--- config.mk ---
export PLATFORM = sky130hd
export DESIGN_NAME = lfsr_seq_ctrl
export DESIGN_NICKNAME = d
export VERILOG_FILES = /design/src/rtl/lfsr_seq_ctrl.sv
export SDC_FILE = /design/constraint.sdc
export NUM_CORES = 1
export LEC_CHECK = 0
export BUFFER_PORTS_ARGS = -buffer_cell sky130_fd_sc_hd__buf_2
export CAP_MARGIN = 20
export CORE_UTILIZATION = 45
export DETAILED_ROUTE_END_ITERATION = 7
export PLACE_DENSITY_LB_ADDON = 0.05
export SYNTH_ARGS = -nofsm -noshare
export SYNTH_HDL_FRONTEND = slang
export SYNTH_SLANG_ARGS = --single-unit
--- constraint.sdc ---
create_clock -name clk -period 3.95 [get_ports clk]
set_input_delay 0.79 -clock clk [delete_from_list [all_inputs] [get_ports clk]]
set_output_delay 0.79 -clock clk [all_outputs]
set_load 0.01 [all_outputs]
--- src/rtl/lfsr_seq_ctrl.sv ---
// Job controller for a reconfigurable LFSR: loads the seed, runs the LFSR and packs its serial output into words.
// Optional feature: define LFSR_CTRL_CONF_CHECK_EN to reject out-of-range configuration indices via err_o.
module lfsr_seq_ctrl #(
  parameter int             N    = 3,
  parameter int             C    = 2,
  parameter int             W    = 8,
  parameter int             L    = 8,
  parameter logic [N-1:0]   SEED = '1,
  parameter int             CW   = (C > 1) ? $clog2(C) : 1
) (
  input  logic          clk,
  input  logic          arst_n,
  input  logic          req_valid_i,
  output logic          req_ready_o,
  input  logic [CW-1:0] req_conf_i,
  input  logic [L-1:0]  req_words_i,
  output logic          word_valid_o,
  input  logic          word_ready_i,
  output logic [W-1:0]  word_data_o,
  output logic          word_last_o,
  output logic          busy_o,
`ifdef LFSR_CTRL_CONF_CHECK_EN
  output logic          err_o,
`endif
  output logic          lfsr_seq_ld_en_o,
  output logic [N-1:0]  lfsr_seq_o,
  output logic [C-1:0]  lfsr_conf_sel_o,
  output logic          lfsr_run_en_o,
  input  logic          lfsr_outp_i
);

  localparam int BW = (W > 1) ? $clog2(W) : 1;

  typedef enum logic [1:0] {IDLE, LOAD, RUN, HOLD} state_t;

  state_t         state;
  logic [L-1:0]   words_left;
  logic [BW-1:0]  bitcnt;
  logic           conf_ok;

  // Out-of-range indices fall back to configuration 0.
  function automatic logic [C-1:0] onehot(input logic [CW-1:0] idx);
    logic [C-1:0] v;
    v = '0;
    for (int i = 0; i < C; i++) begin
      if (int'(idx) == i) v[i] = 1'b1;
    end
    if (v == '0) v[0] = 1'b1;
    return v;
  endfunction

`ifdef LFSR_CTRL_CONF_CHECK_EN
  assign conf_ok = (int'(req_conf_i) < C);
`else
  assign conf_ok = 1'b1;
`endif

  assign lfsr_seq_o = SEED;

  // NOTE: every output is assigned on the transition into its state, so all of them come
  // straight from flops; non-blocking assignments keep each update in step with the state.
  always_ff @(posedge clk or negedge arst_n) begin
    if (!arst_n) begin
      state            <= IDLE;
      req_ready_o      <= 1'b1;
      busy_o           <= 1'b0;
      word_valid_o     <= 1'b0;
      word_last_o      <= 1'b0;
      word_data_o      <= '0;
      lfsr_seq_ld_en_o <= 1'b0;
      lfsr_run_en_o    <= 1'b0;
      lfsr_conf_sel_o  <= C'(1);
      words_left       <= '0;
      bitcnt           <= '0;
`ifdef LFSR_CTRL_CONF_CHECK_EN
      err_o            <= 1'b0;
`endif
    end else begin
`ifdef LFSR_CTRL_CONF_CHECK_EN
      err_o <= 1'b0;
`endif
      case (state)
        IDLE: begin
          if (req_valid_i && conf_ok) begin
            words_left       <= req_words_i;
            lfsr_conf_sel_o  <= onehot(req_conf_i);
            state            <= LOAD;
            req_ready_o      <= 1'b0;
            busy_o           <= 1'b1;
            lfsr_seq_ld_en_o <= 1'b1;
          end
`ifdef LFSR_CTRL_CONF_CHECK_EN
          else if (req_valid_i) begin
            err_o <= 1'b1;
          end
`endif
        end
        LOAD: begin
          lfsr_seq_ld_en_o <= 1'b0;
          bitcnt           <= '0;
          word_data_o      <= '0;
          if (words_left == '0) begin
            state       <= IDLE;
            req_ready_o <= 1'b1;
            busy_o      <= 1'b0;
          end else begin
            state         <= RUN;
            lfsr_run_en_o <= 1'b1;
          end
        end
        RUN: begin
          word_data_o[bitcnt] <= lfsr_outp_i;
          if (bitcnt == BW'(W - 1)) begin
            // Freeze the LFSR while the word waits so stalls do not skip sequence bits.
            state         <= HOLD;
            lfsr_run_en_o <= 1'b0;
            word_valid_o  <= 1'b1;
            word_last_o   <= (words_left == L'(1));
          end else begin
            bitcnt <= bitcnt + 1'b1;
          end
        end
        HOLD: begin
          if (word_ready_i) begin
            word_valid_o <= 1'b0;
            word_last_o  <= 1'b0;
            words_left   <= words_left - 1'b1;
            bitcnt       <= '0;
            if (words_left == L'(1)) begin
              state       <= IDLE;
              req_ready_o <= 1'b1;
              busy_o      <= 1'b0;
            end else begin
              state         <= RUN;
              lfsr_run_en_o <= 1'b1;
            end
          end
        end
        default: state <= IDLE;
      endcase
    end
  end

endmodule

## Yosys cells after proc, flatten, opt, wreduce, memory -nomap -nowiden

Cells that the tools add are included.

- Output and inout port bits: 19
- Register bits: 29

- Magnitude comparators: 2
- Add/subtract/negate cells: 2
- Multiplexer cells: 44
- Reductions and logical operators: 18
- Eq/ne operators: 13

Operator list:

| cell | number |
|---|---|
| case mux 8 bit (2 select lines) | 2 |
| 2-to-1 mux 1 bit | 23 |
| 2-to-1 mux 8 bit | 2 |
| inequality test 2 bit (second input constant) | 8 |
| AND reduction 3 bit | 4 |
| 2-to-1 mux 2 bit | 5 |
| AND reduction 5 bit | 2 |
| case mux 1 bit (3 select lines) | 3 |
| case mux 3 bit (3 select lines) | 1 |
| bitwise mux 8 bit | 1 |
| equality test 8 x 1 -> 1 bit (second input constant) | 1 |
| zero test 8 bit | 1 |
| case mux 2 bit (4 select lines) | 1 |
| nonzero test 2 bit | 4 |
| subtractor 8 x 1 -> 8 bit (second input constant) | 1 |
| 2-to-1 mux 3 bit | 2 |
| case mux 1 bit (2 select lines) | 3 |
| nonzero test 3 bit | 2 |
| equality test 2 bit (second input constant) | 2 |
| zero test 2 bit | 2 |
| less-than comparator 3 x 4 -> 1 bit (second input constant) | 1 |
| AND reduction 2 bit | 2 |
| adder 3 x 1 -> 3 bit (second input constant) | 1 |
| demux 1 bit (select 3 bit) | 1 |
| 4 further kinds | 4 |

## Longest topological paths before layout

Gate-level depths: netlist (run 1).

- Depth in word-level cells: 6
- Depth in mapped cells: 6
- Mapped depth without buffers: 5

## Worst setup path before layout (run 1)

No wires, ideal clock.

- Path kind: input-to-reg
- Start: input req_valid_i
- End: register words_left[2]
- Path buffers: 1
- Data required time: 3.829 ns
- Slack: 2.192 ns
- Data arrival time: 1.637 ns
- Library setup time: 0.121 ns
- Cell stages on the path: 4
- Path through: or3b_4 > and2_0 > buf_6 > o22a_1

- Longest elaborated chain between the ends: 2

RTL lines:

| element | RTL line | RTL |
|---|---|---|
| from (decl) | 13 | `input logic req_valid_i,` |
| inequality test 2 bit (no line) | n/a |  |
| AND reduction 3 bit (no line) | n/a |  |
| to (signal assigned) | 85 | `words_left <= req_words_i;` |
| to (signal assigned) | 127 | `words_left <= words_left - 1'b1;` |
| to (decl) | 37 | `logic [L-1:0] words_left;` |

Every way passes these cells.
A chain may end at the register's enable or synchronous reset.

## Worst setup path in the final report (run 1)

- Start: register state[0]
- End: register words_left[4]

- Longest elaborated chain between the ends: 3
- Elaborated cells on any way between the ends: 7
- Classes of those cells: eq/ne (3); mux (1); reduce/logical (3)

RTL lines:

| element | RTL line | RTL |
|---|---|---|
| from (decl) | 36 | `state_t state;` |
| from (signal assigned) | 64 | `state <= IDLE;` |
| from (signal assigned) | 87 | `state <= LOAD;` |
| from (signal assigned) | 103 | `state <= IDLE;` |
| equality test 2 bit / zero test 2 bit (equally long branches) | 82 | `case (state)` |
| inequality test 2 bit (no line) / nonzero test 2 bit (equally long branches) | n/a |  |
| AND reduction 3 bit (no line) | n/a |  |

Parallel ways exist; a longest one is shown, timed or not.

==> results of run 1 <==
## cell families (layout without fill, tap and decap cells)
kind of cell	after synthesis	in the layout
AO/OA/AOI/OAI	52	52
multiplexers	10	10
other	1	3
flip-flops	29	29
adder cells (fa/ha/maj)	5	5
AND/OR/NAND/NOR	52	52
buffers and inverters	22	45
## per-layer routing
layer	vias to the layer above	wire (um)
li1	678	-
met1	646	1536
met2	54	1635
met3	6	239
met4	0	53
met5	-	0
## report_power, final
| part | leakage (nW) | internal (W) | total [W] | switching (W) |
|---|---|---|---|---|
| Sequential | 0.339 | 0.000413 | 0.000570 | 0.000156 |
| Combinational | 0.467 | 0.000248 | 0.000525 | 0.000277 |
| Clock | 0.0450 | 0.000122 | 0.000232 | 0.000110 |
| Total | 0.851 | 0.000783 | 0.00133 | 0.000543 |
## stage by stage
step                worst slack, ns  power [W]  instance area [sq um]  std cells  utilization
floorplan                     2.192  0.0009589                   1672        173            -
global placement              1.932   0.001075                   1789        234       0.5198
detailed placement            1.893   0.001097                   1789        234       0.5198
CTS                           1.921   0.001336                   1872        242       0.5438
global route                  1.713   0.001443                   1872        242       0.5438
finish                        1.894   0.001326                   1872        242       0.5438
## flip-flops by register name, summed over array words and instances (netlist names), 2 cells and up
signal,flops
word_data_o,8
lfsr_conf_sel_o,2
bitcnt,3
state,2
words_left,8
## cells in the final DEF, fill, tap and decap left out, drive strengths merged, types with 2 or more instances in the layout
cell type	count
buf	29
dfrtp	27
nand2	16
o21ai	10
a21oi	9
mux2i	9
inv	8
nand3	7
o211ai	7
clkbuf	6
o2bb2ai	5
ha	5
nor2	4
a22oi	4
nor3b	4
nor3	3
nand3b	3
a31oi	3
conb	3
or3	2
nand2b	2
o311ai	2
o22a	2
a2bb2oi	2
nand4	2
o31ai	2
clkinv	2
dfstp	2
or3b	2
and2	2
a211oi	2
## cell type report
cell class,instances,area (sq um),area share
multi-input combinational,122,828.3,0.4425
sequential,29,728.2,0.3890
timing repair buffer,29,145.1,0.07754
clock buffer,6,72.57,0.03877
tap,46,57.56,0.03075
inverter,8,30.03,0.01604
clock inverter,2,10.01,0.005348
## critical path, delay by kind of cell (launching register included)
family          cells  cell delay, ns
simple gates        2            0.87
flops               1            0.81
compound gates      1            0.26
## cells in the mapped netlist, types with 3 or more instances
library cell  count  area, sq um
nand3b_1          3        22.52
nand3_1           7        35.03
o21ai_0          10        50.05
nor3b_1           4        30.03
nor3_1            3        15.01
o211ai_1          6        45.04
a22oi_1           4        30.03
o2bb2ai_1         5        43.79
buf_4             3        22.52
a31oi_1           3        18.77
clkbuf_1          3        11.26
buf_2             5        25.02
dfrtp_1          27        675.7
inv_1             8        30.03
ha_1              5        62.56
mux2i_1           9        90.09
nor2_1            4        15.01
a21oi_1           9        45.04
nand2_1          16        60.06
## path summary, 6_finish.rpt
kind,from,endpoint,cells after the start
setup / recovery,state[0]$_DFFE_PN0P_,words_left[4]$_DFFE_PN0P_,3
hold / removal,lfsr_conf_sel_o[0]$_DFFE_PN1P_,lfsr_conf_sel_o[0]$_DFFE_PN1P_,2
setup reg to reg,state[0]$_DFFE_PN0P_,words_left[4]$_DFFE_PN0P_,3
hold reg to reg,lfsr_conf_sel_o[0]$_DFFE_PN1P_,lfsr_conf_sel_o[0]$_DFFE_PN1P_,2
max in group asynchronous,arst_n,word_data_o[0]$_DFFE_PN0P_,1
min in group asynchronous,arst_n,lfsr_run_en_o$_DFFE_PN0P_,1
==> summary.txt, run 1 <==
Timing
  • Hold Vio Cnt, Final: 0
  • Setup-failing EPs final: 0
  • Post-Route Skew: 0.008050 ns
  • WHS: 0.4919 ns
  • Worst-margin pin slew: 0.7256 ns
  • Fmax: 486.3 MHz
  • Unrepaired setup endpoints after global routing: no
  • Post-route setup TNS: 0 ns
  • Tcrit/Tclk final: 0.5206
  • Tmin final: 2.056 ns
  • Final Max Tran Viols: 0
  • Rel. slew slack: 0.5163

Run status
  • Outcome: completed

Setup path
  • Slowest-stage cell, CP: dfrtp_1
  • Crit Path Max Fanout: 26
  • CP endpoint kind: flop
  • Reg2Reg Setup Slack: 1.89 ns
  • Critical path class: reg -> reg
  • CP startpoint kind: flop
  • Slowest stage delay, CP: 0.81 ns
  • Worst EP arrival: 2.22 ns
  • Worst path cell trace: nand3_1 > and2_0 > o22a_1
  • WP data required: 4.11 ns

Final layout
  • Layout area overhead: 12.48%
  • N_diodes: 0
  • Fillers: 327
  • Layout Nets: 214
  • Fraction of layout cells with a size suffix above 1: 0.2194

Pwr
  • Cell area power density: 708.5 nW/um^2
  • P_leak: 0.8511 nW
  • VDD IR max: 330.3 uV

Global route
  • Most crowded layer after global routing: met2
  • Initial antenna violation count: 0
  • GR Layer Usage met2: 0.3057
  • Tot GR Track Use: 0.1922
  • Met3 GRT Util: 0.05292
  • Grt ovf: 0
  • Vias in the first global route: 1293
  • Largest net degree at the start of global routing: 30
  • First-pass GRT wire length: 5.940 mm
  • M1 GR Usage: 0.2442

Logic synthesis
  • Sequential area share after synthesis: 0.4376
  • Synth Warn #: 0
  • Avg Cell Area, Syn: 9.732 sq um
  • Synth Register Bits: 29
  • XOR/XNOR Fraction of Synth Area: 0
  • Largest family of logic cells by synthesized area: compound AO/OA/AOI/OAI gates
  • Compound-cell area share of the yosys netlist: 0.2203
  • Post-synthesis simple-gate area fraction: 0.1722
  • Number of synthesized flops with an enable pin: 0
  • Post-Synth Adder-Cell Area: 0.03759
  • Synth cell types: 47
  • Predominant post-synthesis flop cell: dfrtp_1
  • Post-synthesis mux area share: 0.06090
  • Cell count after synthesis: 171
  • Ys async rst share: 1.000
  • Post-synthesis instance area: 1664 sq um

Clock network
  • Post-CTS Hold Fix Bufs: 0
  • CTS tree: yes
  • TritonCTS Buffers: 5
  • H-tree depth: 2
  • Max Root-Sink Buffers: 2
  • PostCTS Resize Cnt: 0
  • CTS clk-pin slew, worst paths: 0.07 ns
  • Setup Buffers After CTS: 0
  • Worst skew pair latency: 0.28 ns
  • CTS sink cnt: 29
  • Root Buffer Master: clkbuf_8

Die
  • Row cnt: 21
  • Core Box Area: 3442 sq um
  • Die H: 62.81 um
  • I/O pins: 33
  • Die area: 3945 sq um
  • DIE WIDTH: 62.81 um
  • Starting Density: 0.4835

Place
  • Gpl congestion: 0.9268
  • I/O Buffers: 29
  • Detail Placement HPWL: 2.423 mm

Drt
  • Antenna-violating nets left: 0
  • Vias per inst: 5.719
  • Initial DRC count: 144
  • Via Count: 1384
  • Final wirelength: 3.464 mm
  • TritonRoute pass-1 iters: 4
  • DRC viols: 0
  • WL/cell: 14.31 um

Run
  • Max-cap violations: 0

Hold path
  • HP Class: reg -> reg
No activity file was read; power rests on OpenSTA's default activity.
==> run 2, diff against run 1 <==
clock period = 2.1 ns   (was 3.95 ns; I/O delays follow)
==> run 2 against run 1 <==
  * Critical endpoint is now words_left[6]$_DFFE_PN0P_
  * Die area is the same
  * Sequential share of layout area shrank 0.61 points
  * Non-clock buffer count grew 3
  * Setup slack lost 1.6 ns
  * First-iteration DRC count shrank 26%
  * Combinational power grew 100%
  * Cell area grew 1.6%
  * Hold slack lost 0.33 ns
  * Global-route usage grew 1.1 points
==> summary.txt, run 2 (same netlist as run 1, synthesis figures left out) <==
Run status
  • Outcome: completed

Timing
  • Tmin final: 1.776 ns
  • Rel. slew slack: 0.5681
  • Setup-failing EPs final: 0
  • Worst-margin pin slew: 0.6478 ns
  • Unrepaired setup endpoints after global routing: no
  • Tcrit/Tclk final: 0.8457
  • Post-Route Skew: 0.006057 ns
  • Hold Vio Cnt, Final: 0
  • Setup ws final: 0.3240 ns
  • Fmax: 563.1 MHz
  • Final Max Tran Viols: 0
  • Post-route setup TNS: 0 ns

Clock network
  • CTS tree: yes
  • Setup Buffers After CTS: 0
  • Max Root-Sink Buffers: 2
  • PostCTS Resize Cnt: 0
  • H-tree depth: 2
  • CTS clk-pin slew, worst paths: 0.06 ns
  • CTS sink cnt: 29
  • Worst skew pair latency: 0.28 ns
  • Root Buffer Master: clkbuf_8
  • TritonCTS Buffers: 5
  • Post-CTS Hold Fix Bufs: 0

Setup path
  • Critical path class: reg -> reg
  • CP startpoint kind: flop
  • Worst setup path start: words_left[0]$_DFFE_PN0P_
  • Slowest stage delay, CP: 0.47 ns
  • Slowest-stage cell, CP: or3b_2
  • Crit Path Max Fanout: 6
  • Worst EP arrival: 1.92 ns
  • WP data required: 2.24 ns
  • Worst path cell trace: inv_1 > ha_1 > or3b_2 > o311ai_0 > o211ai_1
  • Reg-to-reg startpoint: words_left[0]$_DFFE_PN0P_
  • CP endpoint kind: flop

Pwr
  • Cell area power density: 1339 nW/um^2
  • Logic pwr share: 0.421
  • VDD IR max: 610.9 uV
  • Seq pwr share: 0.397
  • P_leak: 0.8653 nW
  • Switch share: 0.3998
  • Clock power frac: 0.182
  • P_int: 0.001529 W
  • Total power: 0.002547 W
  • NetSw: 0.001018 W

Die
  • I/O pins: 33
  • Starting Density: 0.4835
  • Die area: 3945 sq um
  • Row cnt: 21
  • Core Box Area: 3442 sq um
  • Die H: 62.81 um
  • DIE WIDTH: 62.81 um

Final layout
  • Most common cell after layout, fill and taps aside: buf_2
  • Fraction of layout cells with a size suffix above 1: 0.2261
  • Cell Count, Final, Fillers Out: 245
  • Biggest registers after layout: word_data_o x8, words_left x8, bitcnt x3
  • Layout Utilization: 0.5525
  • Sequential cell area: 728.2 sq um
  • N_diodes: 0
  • Fillers: 318
  • Area of the multi-input gates: 828.3 sq um
  • Layout Nets: 217
  • Most frequent cells in the layout: buf_2 (29), dfrtp_1 (27), nand2_1 (16)
  • Layout area overhead: 14.29%

Global route
  • Largest net degree at the start of global routing: 30
  • First-pass GRT wire length: 6.154 mm
  • Initial antenna violation count: 0
  • Grt ovf: 0
  • Vias in the first global route: 1321
  • Tot GR Track Use: 0.2036

Place
  • Dpl cells: 237
  • Gpl congestion: 0.8832
  • Pre-CTS setup slack: 0.3221 ns
  • Detail Placement HPWL: 2.572 mm
  • I/O Buffers: 29

Drt
  • DRC viols: 0
  • Vias per inst: 5.612
  • Final wirelength: 3.534 mm
  • TritonRoute pass-1 iters: 4
  • Antenna-violating nets left: 0
  • Initial DRC count: 107
  • WL/cell: 14.42 um
  • Via Count: 1375

Hold path
  • HP Class: in -> async

Run
  • Max-cap violations: 0
[run 2: cell types whose count changed in the layout (fill, tap and decap cells not counted), sizes merged]
cell,change
clkbuf,+2
clkinv,-2
buf,+3
[run 2: critical path: cells and delay by family, from the launching register on]
family          cells  cell delay (ns)
flops               1             0.42
fa+ha+maj           1             0.21
buf+inv             1             0.12
simple gates        1             0.47
compound gates      2             0.42
[run 2: cell type report]
class                           count  area share
Tap cell                           46     0.03026
Timing Repair Buffer               32     0.08816
Multi-Input combinational cell    122      0.4355
Clock buffer                        8     0.04737
Sequential cell                    29      0.3829
Inverter                            8     0.01579
[run 2: path summary, 6_finish.rpt]
path	end	slack, ns	cells after the start
setup / recovery	words_left[6]$_DFFE_PN0P_	0.32	5
max in group asynchronous	words_left[5]$_DFFE_PN0P_	1.51	1
setup reg to reg	words_left[6]$_DFFE_PN0P_	0.32	5
hold / removal	word_valid_o$_DFFE_PN0P_	0.16	1
min in group clk	lfsr_conf_sel_o[0]$_DFFE_PN1P_	0.32	2
hold reg to reg	lfsr_conf_sel_o[0]$_DFFE_PN1P_	0.49	2
[run 2: stage by stage]
step	cell area [sq um]	hold slack [ns]
after floorplan	1672	0.1244
after detailed placement	1812	0.4838
after global routing	1902	0.2047
after global placement	1812	0.4726
final	1902	0.1624
after CTS	1902	0.1797
[run 2: power groups by stage]
stage | Sequential [W] | Clock [W] | Combinational, W
after detailed placement | 0.00102 | 0 | 0.00108
after global placement | 0.00100 | 0 | 0.00105
after floorplan | 0.000987 | 0 | 0.000816
final | 0.00101 | 0.000463 | 0.00107
after CTS | 0.00101 | 0.000482 | 0.00108
after global routing | 0.00105 | 0.000515 | 0.00121
[run 2: routing by layer]
metal	vias up	global-route usage	share of wire
met1	650	0.2596	0.48
met4	0	0.09593	0.019
met3	5	0.05657	0.040
met5	-	0	0
li1	683	-	-
met2	37	0.3179	0.46
==> run 3, diff against run 2 <==
ABC_AREA = 1   (was not set)
clock period = 1.6 ns   (was 2.1 ns; I/O delays follow)
==> run 3 against run 2 <==
  * Power increased by 31%
  * Synthesized cell count increased by 20%
  * First-iteration DRC count decreased by 63%
  * Critical path depth increased by 4
  * Register-to-register slack got worse by 0.20 ns
==> summary.txt, run 3 <==
Clock network
  • Root Buffer Master: clkbuf_4
  • Max Root-Sink Buffers: 2
  • TritonCTS Buffers: 5
  • CTS sink cnt: 29
  • CTS clk-pin slew, worst paths: 0.10 ns
  • Setup Buffers After CTS: 0
  • CTS tree: yes
  • Worst skew pair latency: 0.33 ns
  • H-tree depth: 2

Drt
  • Initial DRC count: 40
  • Vias per inst: 4.910
  • Final wirelength: 3.435 mm
  • DRC viols: 0
  • TritonRoute pass-1 iters: 4
  • Via Count: 1424
  • WL/cell: 11.84 um
  • Antenna-violating nets left: 0

Setup path
  • Crit Path Max Fanout: 6
  • Worst setup path start: bitcnt[1]$_DFFE_PN0P_
  • Slowest stage delay, CP: 0.43 ns
  • Worst path cell trace: ha_1 > ha_1 > inv_1 > nor2_2 > inv_1 > nand3_1 > inv_2 > nand3_1 > o21ai_0
  • Critical path class: reg -> reg
  • Worst EP arrival: 1.73 ns
  • Slowest-stage cell, CP: dfrtp_1
  • CP startpoint kind: flop
  • WP data required: 1.85 ns
  • Reg2Reg Setup Slack: 0.12 ns
  • RR Endpoint: bitcnt[2]$_DFFE_PN0P_
  • R2r worst-path depth: 9
  • Reg-to-reg startpoint: bitcnt[1]$_DFFE_PN0P_
  • CP endpoint kind: flop

Timing
  • Post-Route Skew: 0.005726 ns
  • Hold Vio Cnt, Final: 0
  • Post-route setup TNS: 0 ns
  • Rel. slew slack: 0.5482
  • Setup-failing EPs final: 0
  • Tmin final: 1.480 ns
  • Unrepaired setup endpoints after global routing: no
  • Worst-margin pin slew: 0.6776 ns
  • Fmax: 675.7 MHz
  • Tcrit/Tclk final: 0.9249
  • Final Max Tran Viols: 0

Pwr
  • VDD IR max: 951.8 uV
  • NetSw: 0.001537 W
  • Cell area power density: 1808 nW/um^2
  • P_leak: 1.004 nW
  • Seq pwr share: 0.379
  • P_int: 0.001809 W
  • Logic pwr share: 0.492
  • Clock power frac: 0.128
  • Total power: 0.003346 W
  • Switch share: 0.4594

Global route
  • First-pass GRT wire length: 5.423 mm
  • Vias in the first global route: 1254
  • Grt ovf: 0
  • Largest net degree at the start of global routing: 30
  • Initial antenna violation count: 0
  • Tot GR Track Use: 0.2015

Die
  • Row cnt: 21
  • Die H: 61.21 um
  • Core Box Area: 3337 sq um
  • Die area: 3747 sq um
  • DIE WIDTH: 61.21 um
  • Starting Density: 0.4728
  • I/O pins: 33

Logic synthesis
  • Top post-synthesis cells by area: dfrtp_1 (43%), nand2_1 (14%), o21ai_0 (6.7%)
  • Sequential area share after synthesis: 0.4615
  • Top-count cell post-synth: nand2_1
  • Cell count after synthesis: 206
  • Yosys top cell area share: 0.4282
  • Synth Warn #: 0
  • Ys async rst share: 1.000
  • Synth cell types: 26
  • Number of synthesized flops with an enable pin: 0
  • Avg Cell Area, Syn: 7.659 sq um
  • Synth Register Bits: 29
  • Commonest cells in the netlist: nand2_1 (57), dfrtp_1 (27), inv_1 (24), nor2_1 (24), o21ai_0 (21)
  • Post-synthesis instance area: 1578 sq um
  • Predominant post-synthesis flop cell: dfrtp_1
  • Top cell type by total area after synthesis: dfrtp_1

Run
  • Max-cap violations: 0

Final layout
  • Layout area overhead: 17.29%
  • N_diodes: 0
  • Sequential cell area: 728.2 sq um
  • Layout Nets: 262
  • Fillers: 338
  • Fraction of layout cells with a size suffix above 1: 0.2459
  • Most frequent cells in the layout: nand2_1 (57), buf_2 (29), dfrtp_1 (27)
  • Biggest registers after layout: word_data_o x8, words_left x8, bitcnt x3
  • Area of the multi-input gates: 740.7 sq um
  • Most common cell after layout, fill and taps aside: nand2_1

Hold path
  • HP Class: in -> async

Run status
  • Outcome: completed

Place
  • Detail Placement HPWL: 2.543 mm
  • Gpl congestion: 0.7813
  • I/O Buffers: 29
-- run 3: layer usage --
layer,part of all wire,GRT usage
met1,0.50,0.2702
met2,0.44,0.3121
met3,0.044,0.06513
met4,0.014,0.05844
met5,0,0
-- run 3: worst max-delay path by stage --
stage	to	slack, ns	cells after the start
after floorplan	words_left[6]$_DFFE_PN0P_	0.21	7
after global placement	busy_o$_DFFE_PN0P_	0.15	7
after detailed placement	busy_o$_DFFE_PN0P_	0.10	7
after CTS	busy_o$_DFFE_PN0P_	0.08	7
after global routing	words_left[6]$_DFFE_PN0P_	0.02	8
final	bitcnt[2]$_DFFE_PN0P_	0.12	9
-- run 3: timing repair --
item,CTS,global route
setup endpoints to repair,0,10
resized for setup,0,9
hold buffers,0,0
-- run 3: power by group through the flow --
| stage | clock, W | sequential [W] | combinational, W |
|---|---|---|---|
| finish | 0.000429 | 0.00127 | 0.00165 |
| detailed placement | 0 | 0.00128 | 0.00160 |
| global placement | 0 | 0.00126 | 0.00155 |
| global route | 0.000480 | 0.00131 | 0.00189 |
| CTS | 0.000446 | 0.00126 | 0.00161 |
| floorplan | 0 | 0.00130 | 0.00109 |
-- run 3: final cells by class --
class / count / share of cell area
clock inverter: 2 / 0.005409
inverter: 26 / 0.05274
tap: 46 / 0.03110
sequential: 29 / 0.3935
multi-input combinational: 148 / 0.4003
clock buffer: 6 / 0.02231
timing repair buffer: 33 / 0.09466
-- run 3: cells by family after synthesis --
logic type / Yosys count / synth area share
DFF: 29 / 0.4615
buffers and inverters: 31 / 0.08644
and+or+nand+nor: 108 / 0.2918
AOI/OAI and AO/OA: 32 / 0.1182
adders and majority gates: 5 / 0.03965
other: 1 / 0.002377
-- run 3: worst max-delay path, delay by kind of cell (launching register included) --
| kind | cells | cell delay [ns] |
|---|---|---|
| AND/OR/NAND/NOR | 3 | 0.23 |
| AO/OA/AOI/OAI | 1 | 0.07 |
| buffers and inverters | 3 | 0.27 |
| adder cells (fa/ha/maj) | 2 | 0.39 |
| flip-flops | 1 | 0.43 |
-- run 3: per-stage QoR --
stage	hold slack (ns)	instances	util	setup WS (ns)	cell area, sq um
4_1_cts	0.01969	290	0.5486	0.07503	1831
6_report	0.01575	290	0.5546	0.1202	1851
2_1_floorplan	0.02441	208	-	0.2086	1585
3_5_place_dp	0.3912	282	0.5332	0.1038	1779
3_3_place_gp	0.3791	282	0.5332	0.1524	1779
5_1_grt	0.04717	290	0.5546	0.01507	1851
